File: config.mk
export PLATFORM = sky130hd
export DESIGN_NAME = bounce_motion_ctrl
export DESIGN_NICKNAME = d
export VERILOG_FILES = /design/src/rtl/bounce_motion_ctrl_pkg.sv /design/src/rtl/bounce_motion_ctrl_axis_stepper.sv /design/src/rtl/bounce_motion_ctrl.sv
export SDC_FILE = /design/constraint.sdc
export NUM_CORES = 1
export LEC_CHECK = 0
export ABC_AREA = 1
export CORE_ASPECT_RATIO = 1.5
export CORE_UTILIZATION = 40
export CTS_BUF_LIST = sky130_fd_sc_hd__clkbuf_8
export CTS_CLUSTER_DIAMETER = 200
export DETAILED_ROUTE_END_ITERATION = 8
export GPL_TIMING_DRIVEN = 0
export SYNTH_ARGS = -nofsm -noshare
export SYNTH_HDL_FRONTEND = slang
export SYNTH_SLANG_ARGS = --single-unit
File: constraint.sdc
create_clock -name clk -period 6.41 [get_ports clk]
set_input_delay 1.282 -clock clk [delete_from_list [all_inputs] [get_ports clk]]
set_output_delay 1.282 -clock clk [all_outputs]
set_load 0.02 [all_outputs]
File: src/rtl/bounce_motion_ctrl_pkg.sv
// Shared types and constants for the bouncing-banner motion scheduler.
// Holds the FSM encoding, screen defaults, step width, clamp limits and palette size.
package bounce_pkg;

  typedef enum logic [1:0] {
    IDLE   = 2'd0,
    CALC_X = 2'd1,
    CALC_Y = 2'd2,
    COMMIT = 2'd3
  } state_t;

  localparam int SCREEN_W_DEF = 640;
  localparam int SCREEN_H_DEF = 480;
  localparam int SPEED_W      = 2;
  localparam int STEP_W       = SPEED_W + 1;
  localparam int POS_W        = 10;
  localparam int DIM_MIN      = 8;
  localparam int PALETTE_SIZE = 8;
  localparam int COLOR_W      = $clog2(PALETTE_SIZE);

  // Keep text dimensions inside [DIM_MIN, hi] so max = screen - size never goes negative.
  function automatic logic [POS_W-1:0] clamp_dim(input logic [POS_W-1:0] req,
                                                 input logic [POS_W-1:0] hi);
    logic [POS_W-1:0] res;
    res = req;
    if (req < POS_W'(DIM_MIN)) res = POS_W'(DIM_MIN);
    else if (req > hi)         res = hi;
    return res;
  endfunction

endpackage

File: src/rtl/bounce_motion_ctrl_axis_stepper.sv
// Combinational single-axis motion step with edge bounce.
// Arithmetic is one bit wider than the position so pos+step and compares never wrap.
module axis_stepper
  import bounce_pkg::*;
(
  input  logic [POS_W-1:0]  pos,
  input  logic              dir,
  input  logic [STEP_W-1:0] step,
  input  logic [POS_W-1:0]  max_pos,
  output logic [POS_W-1:0]  next_pos,
  output logic              next_dir,
  output logic              hit
);

  logic [POS_W:0] pos_w;
  logic [POS_W:0] max_w;
  logic [POS_W:0] step_w;
  logic [POS_W:0] sum_w;

  assign pos_w  = {1'b0, pos};
  assign max_w  = {1'b0, max_pos};
  assign step_w = (POS_W+1)'(step);
  assign sum_w  = pos_w + step_w;

  always_comb begin
    next_pos = pos;
    next_dir = dir;
    hit      = 1'b0;
    if (max_pos == '0) begin
      // Text fills the axis: pin to origin, no bounce.
      next_pos = '0;
      next_dir = 1'b0;
    end else if (pos_w > max_w) begin
      // Text grew under the banner: snap back inside and treat as a bounce.
      next_pos = max_pos;
      next_dir = 1'b1;
      hit      = 1'b1;
    end else if (!dir) begin
      if (sum_w >= max_w) begin
        next_pos = max_pos;
        next_dir = 1'b1;
        hit      = 1'b1;
      end else begin
        next_pos = sum_w[POS_W-1:0];
      end
    end else begin
      if (pos_w <= step_w) begin
        next_pos = '0;
        next_dir = 1'b0;
        hit      = 1'b1;
      end else begin
        next_pos = pos - POS_W'(step);
      end
    end
  end

endmodule

File: src/rtl/bounce_motion_ctrl.sv
// Per-frame banner motion scheduler: X then Y are stepped into shadows, then committed in one edge.
// Handshake: a config transfer happens on a clk edge where cfg_valid && cfg_ready; cfg_ready is only high in IDLE without a tick.
module bounce_motion_ctrl
  import bounce_pkg::*;
#(
  parameter int SCREEN_W   = SCREEN_W_DEF,
  parameter int SCREEN_H   = SCREEN_H_DEF,
  parameter int TEXT_W_DEF = 560,
  parameter int TEXT_H_DEF = 32,
  parameter int INIT_X     = 10,
  parameter int INIT_Y     = 10,
  parameter int INIT_COLOR = 1
) (
  input  logic               clk,
  input  logic               reset,
  input  logic               frame_tick,
  input  logic               pause,
  input  logic [SPEED_W-1:0] speed,
  input  logic               cfg_valid,
  output logic               cfg_ready,
  input  logic [POS_W-1:0]   cfg_text_w,
  input  logic [POS_W-1:0]   cfg_text_h,
  output logic [POS_W-1:0]   pos_x,
  output logic [POS_W-1:0]   pos_y,
  output logic [COLOR_W-1:0] color_index,
  output logic               busy,
  output logic               bounce_pulse,
  output state_t             state_dbg
);

  state_t state, next_state;

  logic              dir_x, dir_y;
  logic [POS_W-1:0]  text_w, text_h;
  logic [STEP_W-1:0] step_q;
  logic [POS_W-1:0]  sh_x, sh_y;
  logic              sh_dir_x, sh_dir_y, sh_hit_x, sh_hit_y;

  logic [POS_W-1:0]  max_x, max_y;
  logic              sel_y;
  logic [POS_W-1:0]  st_pos, st_max, st_next_pos;
  logic              st_dir, st_next_dir, st_hit;

  assign max_x = POS_W'(SCREEN_W) - text_w;
  assign max_y = POS_W'(SCREEN_H) - text_h;

  // One stepper shared between the two CALC states.
  assign sel_y  = (state == CALC_Y);
  assign st_pos = sel_y ? pos_y : pos_x;
  assign st_dir = sel_y ? dir_y : dir_x;
  assign st_max = sel_y ? max_y : max_x;

  axis_stepper u_stepper (
    .pos      (st_pos),
    .dir      (st_dir),
    .step     (step_q),
    .max_pos  (st_max),
    .next_pos (st_next_pos),
    .next_dir (st_next_dir),
    .hit      (st_hit)
  );

  always_ff @(posedge clk or posedge reset) begin
    if (reset) state <= IDLE;
    else       state <= next_state;
  end

  always_comb begin
    next_state = state;
    case (state)
      IDLE:    if (frame_tick && !pause) next_state = CALC_X;
      CALC_X:  next_state = CALC_Y;
      CALC_Y:  next_state = COMMIT;
      COMMIT:  next_state = IDLE;
      default: next_state = IDLE;
    endcase
  end

  always_comb begin
    busy      = (state != IDLE);
    cfg_ready = (state == IDLE) && !frame_tick;
    state_dbg = state;
  end

  always_ff @(posedge clk or posedge reset) begin
    if (reset) begin
      pos_x        <= POS_W'(INIT_X);
      pos_y        <= POS_W'(INIT_Y);
      dir_x        <= 1'b0;
      dir_y        <= 1'b0;
      color_index  <= COLOR_W'(INIT_COLOR);
      text_w       <= POS_W'(TEXT_W_DEF);
      text_h       <= POS_W'(TEXT_H_DEF);
      step_q       <= STEP_W'(1);
      sh_x         <= '0;
      sh_y         <= '0;
      sh_dir_x     <= 1'b0;
      sh_dir_y     <= 1'b0;
      sh_hit_x     <= 1'b0;
      sh_hit_y     <= 1'b0;
      bounce_pulse <= 1'b0;
    end else begin
      bounce_pulse <= 1'b0;
      case (state)
        IDLE: begin
          if (frame_tick && !pause) begin
            step_q <= {1'b0, speed} + STEP_W'(1);
          end else if (cfg_valid && cfg_ready) begin
            text_w <= clamp_dim(cfg_text_w, POS_W'(SCREEN_W));
            text_h <= clamp_dim(cfg_text_h, POS_W'(SCREEN_H));
          end
        end
        CALC_X: begin
          sh_x     <= st_next_pos;
          sh_dir_x <= st_next_dir;
          sh_hit_x <= st_hit;
        end
        CALC_Y: begin
          sh_y     <= st_next_pos;
          sh_dir_y <= st_next_dir;
          sh_hit_y <= st_hit;
        end
        COMMIT: begin
          pos_x <= sh_x;
          pos_y <= sh_y;
          dir_x <= sh_dir_x;
          dir_y <= sh_dir_y;
          // A corner bounce advances the colour only once.
          if (sh_hit_x || sh_hit_y) color_index <= color_index + COLOR_W'(1);
          bounce_pulse <= sh_hit_x || sh_hit_y;
        end
        default: ;
      endcase
    end
  end

endmodule

==> metrics.md, run 1 <==
| Metric | Value |
|---|---|
| Status | `finished, final reports clean` |
| Final Max Tran Viols | `0` |
| Antenna violations before repair | `0` |
| RR Endpoint | `sh_x[9]` |
| Max frequency | `200 MHz` |
| Vias per cell | `5.06` |
| Initial core utilization | `0.409` |
| Mean Syn Cell Area | `7.13 sq um` |
| CP peak stage delay | `0.78 ns` |
| Sequential-to-total area share from yosys stat | `0.371` |
| Top Family by Delay on Critical Path | `simple AND/OR/NAND/NOR gates` |
| Core region area | `12,400 sq um` |
| WP buf/inv | `6` |
| Cell variety after synth | `36` |
| CTS Hold Bufs | `0` |
| Synthesis-to-layout area growth | `19.8%` |
| Post-Synth XOR/XNOR Area | `0.0155` |
| Final WL | `13,900 microns` |
| Max-Slew Margin vs Limit | `0.396` |
| Clock-pin transition on the worst setup and hold timing paths | `0.09 ns` |
| Diodes inserted | `0` |
| Hold path depth | `2` |
| Compound-Gate Fraction of Synth Area | `0.0954` |
| Main combinational cell family by area after synthesis | `simple AND/OR/NAND/NOR gates` |
| Adder-cell share of the synthesized area | `0.0939` |
| Critical Path Slowest Stage Cell | `o21ai_0` |
| Final nets | `844` |
| Tot GR Track Use | `0.229` |
| Fillers | `1,245` |
| First-pass DRT Iterations | `5` |
| Post-CTS Setup Repair Bufs | `0` |
| Resize count post-CTS | `0` |
| I/O pin count | `55` |
| Final Setup Violations | `0` |
| Prevailing post-synth register cell | `dfrtp_1` |
| Post-DP HPWL | `11,100 microns` |
| Mapped Cells | `714` |
| Flops & latches, synth | `75` |
| MaxCap Viol Count | `0` |
| Critical path type | `reg2reg` |
| Largest net degree at the start of global routing | `73` |
| PortBufs | `54` |
| TritonCTS buffer count | `9` |
| Maximum fanout along the worst path | `10` |
| Reg2Reg Launch Point | `state_dbg[0]` |
| Clk_lat worst skew | `0.36 ns` |
| Via count | `4,763` |
| Simple-gate share of the synthesized area | `0.330` |
| Critical hold path startpoint | `sh_y[4]` |
| DR WL/cell | `14.7 microns` |
| Synth top area cells | `dfrtp_1 (32%), nand2_1 (18%), ha_1 (8.6%), nand3_1 (8.1%), inv_1 (6.9%)` |
| Synthesis Warnings | `0` |
| Global-route wire length before repair | `23,200 microns` |
| Die Y | `140 microns` |
| CTS Buffer Depth | `2` |
| Met2 Usage GRT | `0.433` |
| CTS tree | `done` |
| Syn Nets | `778` |
| Critical path arrival | `5.31 ns` |
| Startpoint class of the critical path | `flip-flop` |
| Synth cell count leaders | `nand2_1 (238), inv_1 (93), nand3_1 (82)` |
| Async set or reset register ratio after synthesis | `1.00` |
| Cell mode on critical path | `nand2_1` |
| H-tree levels | `3` |
| Min cycle time layout | `5.01 ns` |
| CP Capture Type | `flip-flop` |
| Die Area | `13,200 sq um` |
| R2R depth | `28` |
| Multiplexer share of the synthesized area | `0` |
| Rows | `50` |
| Crit share post-route | `0.781` |
| Post-route DRC | `0` |
| WHS Endpoint | `pos_y[4]` |
| Layout cell share with drive strength beyond 1 | `0.0866` |
| CTS sink count | `75` |
| Final GP Congestion | `0.895` |
| Post-route antenna net violation count | `0` |
| Met1 Use GR | `0.258` |
| Most frequent cell after synthesis | `nand2_1` |
| Vias in the first global route | `4,858` |
| Die Width | `94.1 microns` |
| Global route overflow | `0` |
| EDFF count, synth | `0` |
| Mapped cell area | `5090 sq um` |
| Met3 usage | `0.0277` |
| CTS root buffer | `clkbuf_8` |
| Endpoints failing hold | `0` |
| Worst-Margin Slew | `0.897 ns` |
| Final setup TNS | `0 ns` |
| Final clock skew | `0.0128 ns` |
| RSZ-0062 raised after global routing | `no` |
| Required @ worst endpoint | `6.71 ns` |
| Grt peak-use layer | `met2` |
| Hold Path Class | `reg2reg` |
| R2r setup slk | `1.40 ns` |
| Top-area cell type share of the netlist area | `0.320` |
| Initial DRC count | `227` |
| Area leader, netlist | `dfrtp_1` |
## layer usage
layer,routed length [microns],part of all wire,up-vias
met3,291,0.021,16
met1,5750,0.41,2240
li1,-,-,2426
met5,0,0,-
met4,297,0.021,0
met2,7540,0.54,81
## through the flow
step	util	instances	hold WS (ns)	area, sq um	setup slack [ns]
finish	0.490	941	0.471	6090	1.40
floorplan	-	714	0.449	5090	2.18
global placement	0.468	924	0.457	5820	1.42
CTS	0.490	941	0.462	6090	1.36
detailed placement	0.470	925	0.460	5850	1.39
global route	0.490	941	0.498	6090	0.820
## flip-flops by register name, indices dropped and copies added (netlist names)
name,flops
sh_dir_y,1
state_dbg,2
text_h,10
text_w,10
sh_hit_x,1
color_index,3
sh_hit_y,1
bounce_pulse,1
pos_y,10
sh_x,10
dir_y,1
sh_y,10
pos_x,10
sh_dir_x,1
step_q,3
dir_x,1
## how the worst max path moves through the flow
stage / startpoint / endpoint / slack [ns] / cells past startpoint
2_1_floorplan: state_dbg[0] / sh_x[2] / 2.18 / 27
3_3_place_gp: state_dbg[0] / sh_x[9] / 1.42 / 28
3_5_place_dp: state_dbg[0] / sh_x[9] / 1.39 / 28
4_1_cts: state_dbg[0] / sh_x[9] / 1.36 / 28
5_1_grt: state_dbg[0] / sh_y[3] / 0.82 / 28
6_report: state_dbg[0] / sh_x[9] / 1.40 / 28
## logic make-up (layout without fill, tap and decap cells)
| kind of cell | count (synthesis) | after routing |
|---|---|---|
| flip-flops | 75 | 75 |
| buffers and inverters | 119 | 190 |
| adder cells (fa/ha/maj) | 37 | 37 |
| AND/OR/NAND/NOR | 390 | 390 |
| XOR/XNOR | 9 | 9 |
| AO/OA/AOI/OAI | 84 | 84 |
## cell usage in the layout (no fill, tap or decap), drive strengths merged, types with 4 or more instances in the layout
cell and n:
o22ai 4, nor2 49, buf 10, ha 35
clkbuf 19, dfrtp 65, inv 100, nand2 244
nand4 9, nand3 82, dfstp 10, a21oi 14
clkdlybuf4s50 54, o21ai 58, xor2 6
## layout make-up
| cell class | count | area [sq um] | area share |
|---|---|---|---|
| Clock inverter | 7 | 116 | 0.0191 |
| Sequential cell | 75 | 1890 | 0.310 |
| Buffer | 19 | 104 | 0.0170 |
| Multi-Input combinational cell | 520 | 2720 | 0.446 |
| Inverter | 100 | 378 | 0.0620 |
| Tap cell | 156 | 195 | 0.0320 |
| Clock buffer | 9 | 124 | 0.0203 |
| Timing Repair Buffer | 55 | 568 | 0.0932 |
## tightest hold or removal path, cell delays in order, from the launching register on
cell and delay (ns):
dfrtp_1 0.35, nand2_1 0.05, nand2_1 0.06
Power of run 1 is not shown: default switching activity piles up to over one toggle a cycle in this logic, so the estimate is an artifact.
==> run 2, diff against run 1 <==
clock period = 4.28 ns   (was 6.41 ns; I/O delays follow)
==> run 2 against run 1 <==
  * Core utilization increased by 1.5 points
  * Clock-buffer cell count stayed put
  * Hold slack worse by 0.0012 ns
  * Clock skew rose by 0.0013 ns
  * Flip-flop and latch count unchanged
  * Global-route usage barely moved
  * Largest cell class unchanged
==> metrics.md, run 2 (synthesized netlist as in run 1, its figures left out) <==
| Metric | Value |
|---|---|
| Final clock skew | `0.0141 ns (+0.00127 ns)` |
| Initial core utilization | `0.409 (unchanged)` |
| Critical path arrival | `4.23 ns (-1.08 ns)` |
| Final cell count without fillers | `952 (+1.2%)` |
| Placed Cells | `925 (unchanged)` |
| PortBufs | `54 (unchanged)` |
| Post-route DRC | `0 (unchanged)` |
| Post-route antenna net violation count | `0 (unchanged)` |
| Critical Path Slowest Stage Cell | `dfrtp_1` |
| Crit share post-route | `0.927 (+0.146)` |
| Most frequent cells in the layout | `nand2_1 (235), inv_1 (91), nand3_1 (82)` |
| Met2 Usage GRT | `0.429 (-0.00461)` |
| Required @ worst endpoint | `4.54 ns (-2.17 ns)` |
| Most common cell after layout, fill and taps aside | `nand2_1` |
| Max-Slew Margin vs Limit | `0.590 (+0.195)` |
| Final WL | `14,200 microns (+2.6%)` |
| Largest net degree at the start of global routing | `73 (unchanged)` |
| Diodes inserted | `0 (unchanged)` |
| I/O pin count | `55 (unchanged)` |
| Vias in the first global route | `4,861 (+0.062%)` |
| Fillers | `1,235 (-0.80%)` |
| Area of placed instances | `5850 sq um (unchanged)` |
| Critical path type | `reg2reg` |
| Global route overflow | `0 (unchanged)` |
| Global-route wire length before repair | `23,200 microns (-0.15%)` |
| Endpoints failing hold | `0 (unchanged)` |
| Core region area | `12,400 sq um (unchanged)` |
| CP peak stage delay | `0.42 ns (-0.36 ns)` |
| CTS Buffer Depth | `2 (unchanged)` |
| CTS tree | `done` |
| Final GP Congestion | `0.895 (unchanged)` |
| TritonCTS buffer count | `9 (unchanged)` |
| Synthesis-to-layout area growth | `23.5%` |
| Cell mode on critical path | `nand2_1` |
| Final Setup Violations | `0 (unchanged)` |
| Setup ws final | `0.312 ns (-1.09 ns)` |
| Pre-CTS worst setup slack | `-0.741 ns (-2.13 ns)` |
| Grt peak-use layer | `met2` |
| Die Width | `94.1 microns (unchanged)` |
| MaxCap Viol Count | `0 (unchanged)` |
| Multi-input logic area | `2780 sq um (+2.1%)` |
| Maximum fanout along the worst path | `10 (unchanged)` |
| H-tree levels | `3 (unchanged)` |
| Clk_lat worst skew | `0.36 ns (about the same)` |
| Post-DP HPWL | `11,100 microns (unchanged)` |
| Worst-Margin Slew | `0.615 ns (-0.282 ns)` |
| Hold Path Class | `reg2reg` |
| Startpoint class of the critical path | `flip-flop` |
| Die Area | `13,200 sq um (unchanged)` |
| Final Max Tran Viols | `0 (unchanged)` |
| Layout cell share with drive strength beyond 1 | `0.111 (+0.0239)` |
| Antenna violations before repair | `0 (unchanged)` |
| Rows | `50 (unchanged)` |
| Status | `finished, final reports clean` |
| Die Y | `140 microns (unchanged)` |
| WP buf/inv | `5 (-1)` |
| Max frequency | `252 MHz (+26%)` |
| Clock-pin transition on the worst setup and hold timing paths | `0.09 ns (about the same)` |
| Register area | `1890 sq um (unchanged)` |
| Post-route cell area | `6280 sq um (+3.1%)` |
| Met3 usage | `0.0266 (-0.00109)` |
| CP Capture Type | `flip-flop` |
| Top Family by Delay on Critical Path | `simple AND/OR/NAND/NOR gates` |
| Min cycle time layout | `3.97 ns (-1.04 ns)` |
| Via count | `4,865 (+2.1%)` |
| DR WL/cell | `15.0 microns (+1.4%)` |
| Initial DRC count | `193 (-15%)` |
| First-pass DRT Iterations | `5 (unchanged)` |
| CTS root buffer | `clkbuf_8` |
| Final core utilization | `0.505 (+0.0151)` |
| Final nets | `855 (+1.3%)` |
| CTS sink count | `75 (unchanged)` |
| Tot GR Track Use | `0.229 (-0.000453)` |
| Met1 Use GR | `0.260 (+0.00208)` |
| Vias per cell | `5.11 (+0.96%)` |
run 2: worst paths after layout:
check	from	cells after the start	slack [ns]	end
max	state_dbg[0]	28	0.31	sh_x[6]
min	sh_y[4]	2	0.47	pos_y[4]
max reg2reg	state_dbg[0]	28	0.31	sh_x[6]
min reg2reg	sh_y[4]	2	0.47	pos_y[4]
max in group asynchronous	reset	3	2.99	text_w[5]
min in group asynchronous	reset	2	0.71	color_index[2]
run 2: cell type report:
class | instances | area share
buffer | 17 | 0.0175
timing repair buffer | 67 | 0.110
multi-input combinational | 521 | 0.442
inverter | 100 | 0.0601
sequential | 75 | 0.301
clock buffer | 9 | 0.0197
clock inverter | 7 | 0.0185
tap | 156 | 0.0311
run 2: routing by layer:
layer	vias up	routed length (microns)
met1	2296	5770
met5	-	0
met2	95	7750
met4	0	364
li1	2450	-
met3	24	348
run 2: timing repair:
item / 4_1_cts / 5_1_grt
setup endpoints to repair: 24 / 24
pin swaps: 0 / 2
buffers inserted: 0 / 10
hold buffers: 0 / 0
resized for setup: 5 / 14
cloned: 0 / 3
run 2: per-stage QoR:
| step | TNS, ns | hold slack [ns] |
|---|---|---|
| floorplan | 0 | 0.449 |
| global placement | -15.47 | 0.457 |
| detailed placement | -16.77 | 0.460 |
| CTS | 0 | 0.462 |
| global route | -0.0143 | 0.498 |
| finish | 0 | 0.469 |
run 2: worst reg2reg max path, delay by kind of cell, from the launching register on:
kind            cells  cell delay, ns
simple gates       17            1.57
fa+ha+maj           3            0.80
buf+inv             5            0.61
flops               1            0.42
compound gates      2            0.31
xor+xnor            1            0.17
Power of run 2 is left out for the same reason.
